`src/rtl/jt6295_pkg.sv`:
```
// Shared constants, lookup tables and types for the OKI ADPCM pipe decoder.
package jt6295_pkg;

   localparam int SIGW   = 12;
   localparam int IDXW   = 6;
   localparam int IDXMAX = 48;

   // OKI ADPCM step sizes, indexed by the channel step index.
   localparam logic [10:0] STEP [49] = '{
      11'd16,   11'd17,   11'd19,   11'd21,   11'd23,   11'd25,   11'd28,
      11'd31,   11'd34,   11'd37,   11'd41,   11'd45,   11'd50,   11'd55,
      11'd60,   11'd66,   11'd73,   11'd80,   11'd88,   11'd97,   11'd107,
      11'd118,  11'd130,  11'd143,  11'd157,  11'd173,  11'd190,  11'd209,
      11'd230,  11'd253,  11'd279,  11'd307,  11'd337,  11'd371,  11'd408,
      11'd449,  11'd494,  11'd544,  11'd598,  11'd658,  11'd724,  11'd796,
      11'd876,  11'd963,  11'd1060, 11'd1166, 11'd1282, 11'd1411, 11'd1552
   };

   // Step-index adjustment by nibble magnitude; +8 needs five signed bits.
   localparam logic signed [4:0] ADJ [8] = '{
      -5'sd1, -5'sd1, -5'sd1, -5'sd1, 5'sd2, 5'sd4, 5'sd6, 5'sd8
   };

   // Attenuation gain in 1/32 units; codes 8..15 mute the channel.
   localparam logic [5:0] GAIN [16] = '{
      6'd32, 6'd23, 6'd16, 6'd11, 6'd8, 6'd4, 6'd2, 6'd1,
      6'd0,  6'd0,  6'd0,  6'd0,  6'd0, 6'd0, 6'd0, 6'd0
   };

   // Per-channel predictor state carried around the rotation register.
   typedef struct packed {
      logic signed [SIGW-1:0] sig;
      logic [IDXW-1:0]        idx;
   } ch_state_t;

   // One slot of the serialized channel pipe.
   typedef struct packed {
      logic       en;
      logic [3:0] att;
      logic [3:0] data;
   } slot_in_t;

endpackage

```
`src/rtl/jt6295_dec_step.sv`:
```
// Combinational single-slot OKI ADPCM update: {sig, idx, nibble} -> {sig', idx'}.
module jt6295_dec_step
   import jt6295_pkg::*;
(
   input  ch_state_t  st_i,
   input  logic [3:0] nibble_i,
   output ch_state_t  st_o
);

   localparam logic signed [13:0] SIG_HI = 14'sd2047;
   localparam logic signed [13:0] SIG_LO = -14'sd2048;
   localparam logic signed [7:0]  IDX_HI = IDXMAX[7:0];

   logic [10:0]        step;
   logic [11:0]        diff;
   logic signed [13:0] sig_ext;
   logic signed [13:0] sig_sum;
   logic signed [4:0]  adj;
   logic signed [7:0]  idx_sum;

   // Build the delta from the step, then saturate the predictor and clamp the index.
   always_comb begin
      // NOTE: every output of this block is assigned up front so no path can infer a latch.
      st_o    = '0;
      step    = STEP[st_i.idx];
      diff    = {4'b0000, step[10:3]}
              + (nibble_i[2] ? {1'b0, step}          : 12'd0)
              + (nibble_i[1] ? {2'b00, step[10:1]}   : 12'd0)
              + (nibble_i[0] ? {3'b000, step[10:2]}  : 12'd0);
      sig_ext = signed'({{2{st_i.sig[SIGW-1]}}, st_i.sig});
      sig_sum = nibble_i[3] ? sig_ext - signed'({2'b00, diff})
                            : sig_ext + signed'({2'b00, diff});
      if (sig_sum > SIG_HI)      st_o.sig = SIG_HI[SIGW-1:0];
      else if (sig_sum < SIG_LO) st_o.sig = SIG_LO[SIGW-1:0];
      else                       st_o.sig = sig_sum[SIGW-1:0];

      adj     = ADJ[nibble_i[2:0]];
      idx_sum = signed'({2'b00, st_i.idx}) + signed'({{3{adj[4]}}, adj});
      if (idx_sum < 8'sd0)       st_o.idx = '0;
      else if (idx_sum > IDX_HI) st_o.idx = IDX_HI[IDXW-1:0];
      else                       st_o.idx = idx_sum[IDXW-1:0];
   end

endmodule

```
`src/rtl/jt6295_pipe_dec.sv`:
```
// Consumer of the 4-channel ADPCM pipe: decode, attenuate and mix one frame per 4 cen.
module jt6295_pipe_dec
   import jt6295_pkg::*;
#(
   parameter int OW = 14
)(
   input  logic                 clk,
   input  logic                 rst,
   input  logic                 cen,
   input  logic                 pipe_en,
   input  logic [3:0]           pipe_att,
   input  logic [3:0]           pipe_data,
   output logic signed [OW-1:0] sound,
   output logic                 sample
);

   slot_in_t               in_q;
   ch_state_t              st_q [4];
   ch_state_t              st_d;
   ch_state_t              dec_st;
   logic [5:0]             gain;
   logic signed [16:0]     prod_full;
   logic signed [SIGW-1:0] mul_q;
   logic signed [SIGW-1:0] mul_d;
   logic signed [OW-1:0]   acc_q;
   logic [1:0]             slot_q;

   // The head of the rotation register always holds the state of the slot now in in_q.
   jt6295_dec_step u_step (
      .st_i     (st_q[3]),
      .nibble_i (in_q.data),
      .st_o     (dec_st)
   );

   // Idle slots restart their channel; otherwise take the decoded state and attenuate it.
   always_comb begin
      st_d      = '0;
      if (in_q.en) st_d = dec_st;
      gain      = GAIN[in_q.att];
      prod_full = $signed(st_d.sig) * $signed({1'b0, gain});
      mul_d     = SIGW'(prod_full >>> 5);
   end

   // Input capture, state rotation and product register, all advancing on cen.
   always_ff @(posedge clk) begin
      if (rst) begin
         // NOTE: the four state slots are plain flops and must start at {0,0}, so they are reset too.
         in_q  <= '0;
         mul_q <= '0;
         for (int i = 0; i < 4; i++) st_q[i] <= '0;
      end else if (cen) begin
         // NOTE: non-blocking updates let st_q[i] take st_q[i-1]'s old value in one edge.
         in_q     <= {pipe_en, pipe_att, pipe_data};
         mul_q    <= mul_d;
         st_q[0]  <= st_d;
         for (int i = 1; i < 4; i++) st_q[i] <= st_q[i-1];
      end
   end

   // Mixer: sum four products per window, publish on the last slot with a one-clk strobe.
   always_ff @(posedge clk) begin
      if (rst) begin
         acc_q  <= '0;
         slot_q <= '0;
         sound  <= '0;
         sample <= 1'b0;
      end else begin
         sample <= 1'b0;
         if (cen) begin
            slot_q <= slot_q + 2'd1;
            if (slot_q == 2'd3) begin
               sound  <= acc_q + OW'(mul_q);
               acc_q  <= '0;
               sample <= 1'b1;
            end else begin
               acc_q  <= acc_q + OW'(mul_q);
            end
         end
      end
   end

endmodule

```
`config.mk`:
```
export PLATFORM = sky130hd
export DESIGN_NAME = jt6295_pipe_dec
export DESIGN_NICKNAME = d
export VERILOG_FILES = /design/src/rtl/jt6295_pkg.sv /design/src/rtl/jt6295_dec_step.sv /design/src/rtl/jt6295_pipe_dec.sv
export SDC_FILE = /design/constraint.sdc
export NUM_CORES = 1
export LEC_CHECK = 0
export CORE_MARGIN = 2
export CORE_UTILIZATION = 58
export DETAILED_ROUTE_END_ITERATION = 6
export PLACE_DENSITY = 0.71
export SYNTH_ARGS = -nofsm -noshare
export SYNTH_HDL_FRONTEND = slang
export SYNTH_SLANG_ARGS = --single-unit
```
`constraint.sdc`:
```
create_clock -name clk -period 35.4 [get_ports clk]
set_input_delay 7.08 -clock clk [delete_from_list [all_inputs] [get_ports clk]]
set_output_delay 7.08 -clock clk [all_outputs]
set_load 0.005 [all_outputs]
```
==> impl_metrics.ini, run 1 <==
[timing]
setup-tns-final_ns = 0
worst_slew_pin_slew_ns = 1.21
min_period_ns = 13.34
finalHoldViolations = 0
finalSetupViolCount = 0
relSlewSlack = 0.186
fmax_mhz = 75.0
rsz0062_at_grt = no
drv_slew = 0
fin_worst_skew_ns = 0.0116
fin_crit_sh = 0.377

[synthesis]
synthArstFlopShare = 0
syn_nets = 1329
syn_area_per_cell_um2 = 9.22
synth.area.top_cells = edfxtp_1 20%, fa_1 12%, ha_1 11%
syn-instance-count = 1157
yosys_warnings = 0
yosysTopAreaCell = edfxtp_1
synth_area_um2 = 10700
ys_seq_area_frac = 0.300
synth_top_area_share = 0.203
synth_edf_count = 72
synth_seq_cells = 124
synth_ff_type = edfxtp_1
ys_types = 89

[drt]
drtIter0Drc = 662
totalWireLength_um = 22900
viasPerCell = 5.67
wl_per_cell_um = 16.3
drc_errors = 0
final_antenna_net_count = 0
dr.pass1.iters = 5
vias = 7978

[setup_path]
critPathRequiredTime_ns = 35.74
ff2ff_path_depth = 47
worstPathArrival_ns = 13.68
critPathMaxStageDelay_ns = 0.99
crit_type = flop to flop
crit_slowest_cell = nor3_1
cp-end-kind = flop
setup.worst_path.start_class = flop
crit_fanout = 14

[floorplanning]
fp-row-count = 49
dieArea_um2 = 19500
core_area_um2 = 18000
io_pins = 27
die_h_um = 140
start_util = 0.592
die_w_um = 140

[cells_and_area]
final_net_count = 1337
n_antenna_cell = 0
area_growth_pct = 9.61
fin_cells = 1407
drive_above_1_share = 0.0654

[clock_network]
post_cts_buffers = 0
cts-root-buf = clkbuf_16
htree_levels = 4
clk_latency_ns = 0.42
numCtsBuffers = 17
cts_resized = 0
ctsHoldBuffers = 0
clock_path_buffers = 2
cts_tree = yes
cts.sinks = 124
cts.clk_slew.worst_paths_ns = 0.07

[outcome]
status = finished clean

[grt]
overflow = 0
grt_first_pass_wirelength_um = 39000
antenna_found_initial = 0
globalRouteTotalUtil = 0.247
grt_max_degree = 75
grt_pass1_vias = 7856

[min_path]
hold-path-cell-count = 2
hold_path.class = flop to flop

[pwr]
p_leak_uw = 0.00523
cellPowerDensity_nw_per_um2 = 43.1
ir_worst_vdd_uv = 37.8

[placement]
gp_congestion = 0.870
dp_cells = 1375
io_buffers = 26
dp_hpwl_um = 17100

[flow_run]
cap_violations = 0
## power by group
| group | internal, uW | switching, uW | leakage, uW | total [uW] |
|---|---|---|---|---|
| combinational | 63.4 | 96.0 | 0.00372 | 159 |
| sequential | 162 | 7.29 | 0.00122 | 170 |
| clock | 101 | 74.8 | 0.000292 | 176 |
| total | 327 | 178 | 0.00523 | 505 |
## registers in the layout (all words and copies together), names as in the netlist
signal / flops
acc_q: 14
in_q: 9
st_q: 72
mul_q: 12
sound: 14
sample: 1
slot_q: 2
## routing by layer
layer | wire length (um) | share of wire | global-route usage
met5 | 0 | 0 | 0
met1 | 11400 | 0.50 | 0.370
met2 | 10100 | 0.44 | 0.378
met3 | 1070 | 0.047 | 0.0344
met4 | 341 | 0.015 | 0.0684
## cell usage after synthesis, drive strengths merged, types with 5 or more instances
cell type / number
nor2b: 25
xor2: 15
a211oi: 15
ha: 95
o211ai: 7
nand4: 6
edfxtp: 72
a21o: 18
xnor2: 42
buf: 6
dfxtp: 52
mux2i: 22
inv: 113
a22o: 11
a21boi: 7
or2: 5
o21a: 6
a31oi: 5
o21ai: 47
nand2: 80
and3: 8
fa: 65
nand2b: 24
nor3: 14
nand3: 9
o22ai: 6
nor2: 130
a21oi: 78
clkbuf: 38
and2: 75
## logic make-up (layout without fill, tap and decap cells)
family                     count (synthesis)  after routing  synth area share
DFF                                      124            124             0.300
adders and majority gates                160            160             0.233
AOI/OAI and AO/OA                        241            241             0.156
xor gates and xnor gates                  57             57            0.0475
muxes                                     23             23            0.0217
and+or+nand+nor                          394            394             0.185
buffers and inverters                    158            179            0.0563
## cell type report
type                       count  area (um2)
multi-input combinational    875        6870
fill                        1535        6330
sequential                   124        3200
inverter                     114         428
clock buffer                  17         425
timing repair buffer          33         313
tap                          229         287
clock inverter                15         171
## cells in the final DEF (no fill, tap or decap), types with 24 or more instances in the layout
master,n
fa_1,65
clkdlybuf4s50_1,26
inv_1,112
o21ai_0,41
nand2b_1,24
and2_1,73
nand2_1,80
ha_1,95
dfxtp_1,52
nor2_1,130
xnor2_1,42
nor2b_1,24
edfxtp_1,72
a21oi_1,76
## final timing paths
kind / startpoint / to / slack (ns)
worst max-delay path: st_q[0][55] / mul_q[11] / 22.06
worst min-delay path: sound[8] / sound[8] / 0.45
worst max register to register: st_q[0][55] / mul_q[11] / 22.06
worst min register to register: sound[8] / sound[8] / 0.45
## through the flow
stage	total power (uW)	setup slack [ns]	hold slack (ns)	utilization	area, um2
finish	505	22.06	0.454	0.649	11700
global route	536	20.93	0.475	0.649	11700
CTS	507	22.16	0.454	0.649	11700
detailed placement	330	22.20	0.447	0.616	11100
global placement	328	22.54	0.442	0.616	11100
floorplan	294	23.64	0.429	-	10700
## critical path, delay by kind of cell, from the launching register on
family	cells	cell delay (ns)
buf+inv	6	0.52
compound gates	18	4.37
xor+xnor	4	0.69
simple gates	8	2.54
flops	1	0.65
fa+ha+maj	11	4.46
Power figures use the tool's default switching activity.
==> inputs of run 2 (changes only) <==
==> constraint.sdc (replaced) <==
create_clock -name clk -period 12.88 [get_ports clk]
set_input_delay 2.576 -clock clk [delete_from_list [all_inputs] [get_ports clk]]
set_output_delay 2.576 -clock clk [all_outputs]
set_load 0.005 [all_outputs]
==> run 2 against run 1 <==
Against the previous run:
- worst hold slack about the same
- largest cell class unchanged
- fmax increased by 9.9%
- total power grew to 2.7 times the previous value
- largest power group is now registers
- clock power grew to 2.5 times the previous value
- sequential power grew to 2.7 times the previous value
- first-iteration DRC count decreased by 3.3%
- clock-buffer cell count did not move
- critical endpoint is now mul_q[8]
- utilization grew 0.65 points
==> impl_metrics.ini, run 2 (synthesis results as in run 1) <==
[grt]
antenna_found_initial = 0
grt_max_degree = 75
grt_first_pass_wirelength_um = 39000
overflow = 0
globalRouteTotalUtil = 0.249
grt_pass1_vias = 7719

[clock_network]
cts.clk_slew.worst_paths_ns = 0.06
cts.sinks = 124
clock_path_buffers = 2
clk_latency_ns = 0.42
cts-root-buf = clkbuf_16
numCtsBuffers = 17
cts_tree = yes
htree_levels = 4

[cells_and_area]
layout_common_cells = 130 x nor2_1, 112 x inv_1, 95 x ha_1
post-route-util = 0.655
multi_input_area_um2 = 6900
drive_above_1_share = 0.0860
largest_register_ffs = 72
regArea_um2 = 3200
fin_cells = 1426
area_growth_pct = 10.7
n_antenna_cell = 0
final_common_cell = nor2_1
top_regs = st_q (72), acc_q (14), sound (14)
final_net_count = 1357
top_register = st_q
n_fill_cell = 1484

[drt]
totalWireLength_um = 23400
dr.pass1.iters = 5
wl_per_cell_um = 16.4
drc_errors = 0
viasPerCell = 5.65
drtIter0Drc = 640
vias = 8050
final_antenna_net_count = 0

[placement]
io_buffers = 26
gp_congestion = 0.942
dp_cells = 1387
pre_cts_slack_ns = 0.440
dp_hpwl_um = 17500

[setup_path]
crit_path_end = mul_q[8]
crit_fanout = 14
reg2reg_slack_ns = 0.75
setup.worst_path.start_class = flop
reg2reg_to = mul_q[8]
critPathMaxStageDelay_ns = 0.59
crit_type = flop to flop
critPathRequiredTime_ns = 13.18
worstPathArrival_ns = 12.43
ff2ff_path_depth = 48
cp-end-kind = flop
crit_slowest_cell = fa_1
regToRegStartpoint = st_q[0][54]
startpoint = st_q[0][54]
crit_top_cell = fa_1

[floorplanning]
dieArea_um2 = 19500
die_h_um = 140
fp-row-count = 49
core_area_um2 = 18000
start_util = 0.592
die_w_um = 140
io_pins = 27

[min_path]
hold-path-cell-count = 2
hold_path.class = flop to flop

[timing]
finalHoldViolations = 0
finalSetupViolCount = 0
drv_slew = 0
hold_slack_ns = 0.454
fin_worst_skew_ns = 0.0107
fmax_mhz = 82.4
min_period_ns = 12.13
relSlewSlack = 0.376
worst_slew_pin_slew_ns = 0.933
timing.final.ws_setup_ns = 0.745
fin_crit_sh = 0.942

[pwr]
cellPowerDensity_nw_per_um2 = 115
p_leak_uw = 0.00530
total_power_uw = 1360
ir_worst_vdd_uv = 98.1

[outcome]
status = finished clean

[flow_run]
cap_violations = 0
-- run 2: changes by cell type in the layout (fill, tap and decap cells not counted), sizes merged --
cell	delta
clkinvlp	+2
inv	-5
buf	+20
bufinv	-1
clkinv	+3
-- run 2: routing by layer --
| layer | GRT usage | wire, um | vias to the layer above |
|---|---|---|---|
| met2 | 0.382 | 10200 | 210 |
| met1 | 0.376 | 11700 | 3817 |
| li1 | - | - | 4012 |
| met4 | 0.0532 | 174 | 0 |
| met5 | 0 | 0 | - |
| met3 | 0.0365 | 1270 | 11 |
-- run 2: worst max-delay path, delay by kind of cell, from the launching register on --
family	cells	cell delay (ns)
AO/OA/AOI/OAI	16	3.42
XOR/XNOR	4	0.62
adder cells (fa/ha/maj)	11	4.73
buffers and inverters	9	1.00
AND/OR/NAND/NOR	8	1.72
flip-flops	1	0.48
-- run 2: worst min-delay path by stage --
stage / from / end / slack [ns]
2_1_floorplan: acc_q[2] / acc_q[2] / 0.43
3_3_place_gp: sound[3] / sound[3] / 0.44
3_5_place_dp: sound[0] / sound[0] / 0.45
4_1_cts: sound[0] / sound[0] / 0.45
5_1_grt: sound[6] / sound[6] / 0.48
6_report: sound[0] / sound[0] / 0.45
-- run 2: repair_timing --
item	4_1_cts	5_1_grt
gates resized for setup	0	8
setup endpoints to repair	0	9
setup buffers	0	8
hold buffers	0	0
-- run 2: stage by stage --
stage / setup TNS, ns / cell area [um2]
2_1_floorplan: 0 / 10700
3_3_place_gp: 0 / 11200
3_5_place_dp: 0 / 11200
4_1_cts: 0 / 11700
5_1_grt: -0.0185 / 11800
6_report: 0 / 11800
-- run 2: cell type report --
| class | instances | area share |
|---|---|---|
| Clock buffer | 17 | 0.0360 |
| Clock inverter | 14 | 0.00942 |
| Inverter | 114 | 0.0362 |
| Multi-Input combinational cell | 875 | 0.584 |
| Sequential cell | 124 | 0.271 |
| Tap cell | 229 | 0.0243 |
| Timing Repair Buffer | 53 | 0.0392 |
-- run 2: power by group --
part           leakage (uW)  switching, uW  internal [uW]
sequential          0.00122           18.4            446
clock              0.000258            192            248
combinational       0.00382            270            183
total               0.00530            480            877
==> inputs of run 3 (changes only) <==
--- a/config.mk
+++ b/config.mk
@@ -9,6 +9,7 @@
 export CORE_UTILIZATION = 58
 export DETAILED_ROUTE_END_ITERATION = 6
 export PLACE_DENSITY = 0.71
+export SLEW_MARGIN = 25
 export SYNTH_ARGS = -nofsm -noshare
 export SYNTH_HDL_FRONTEND = slang
 export SYNTH_SLANG_ARGS = --single-unit
==> results of run 3 <==
The final DEF is identical to that of run 2; final timing and power are the same.
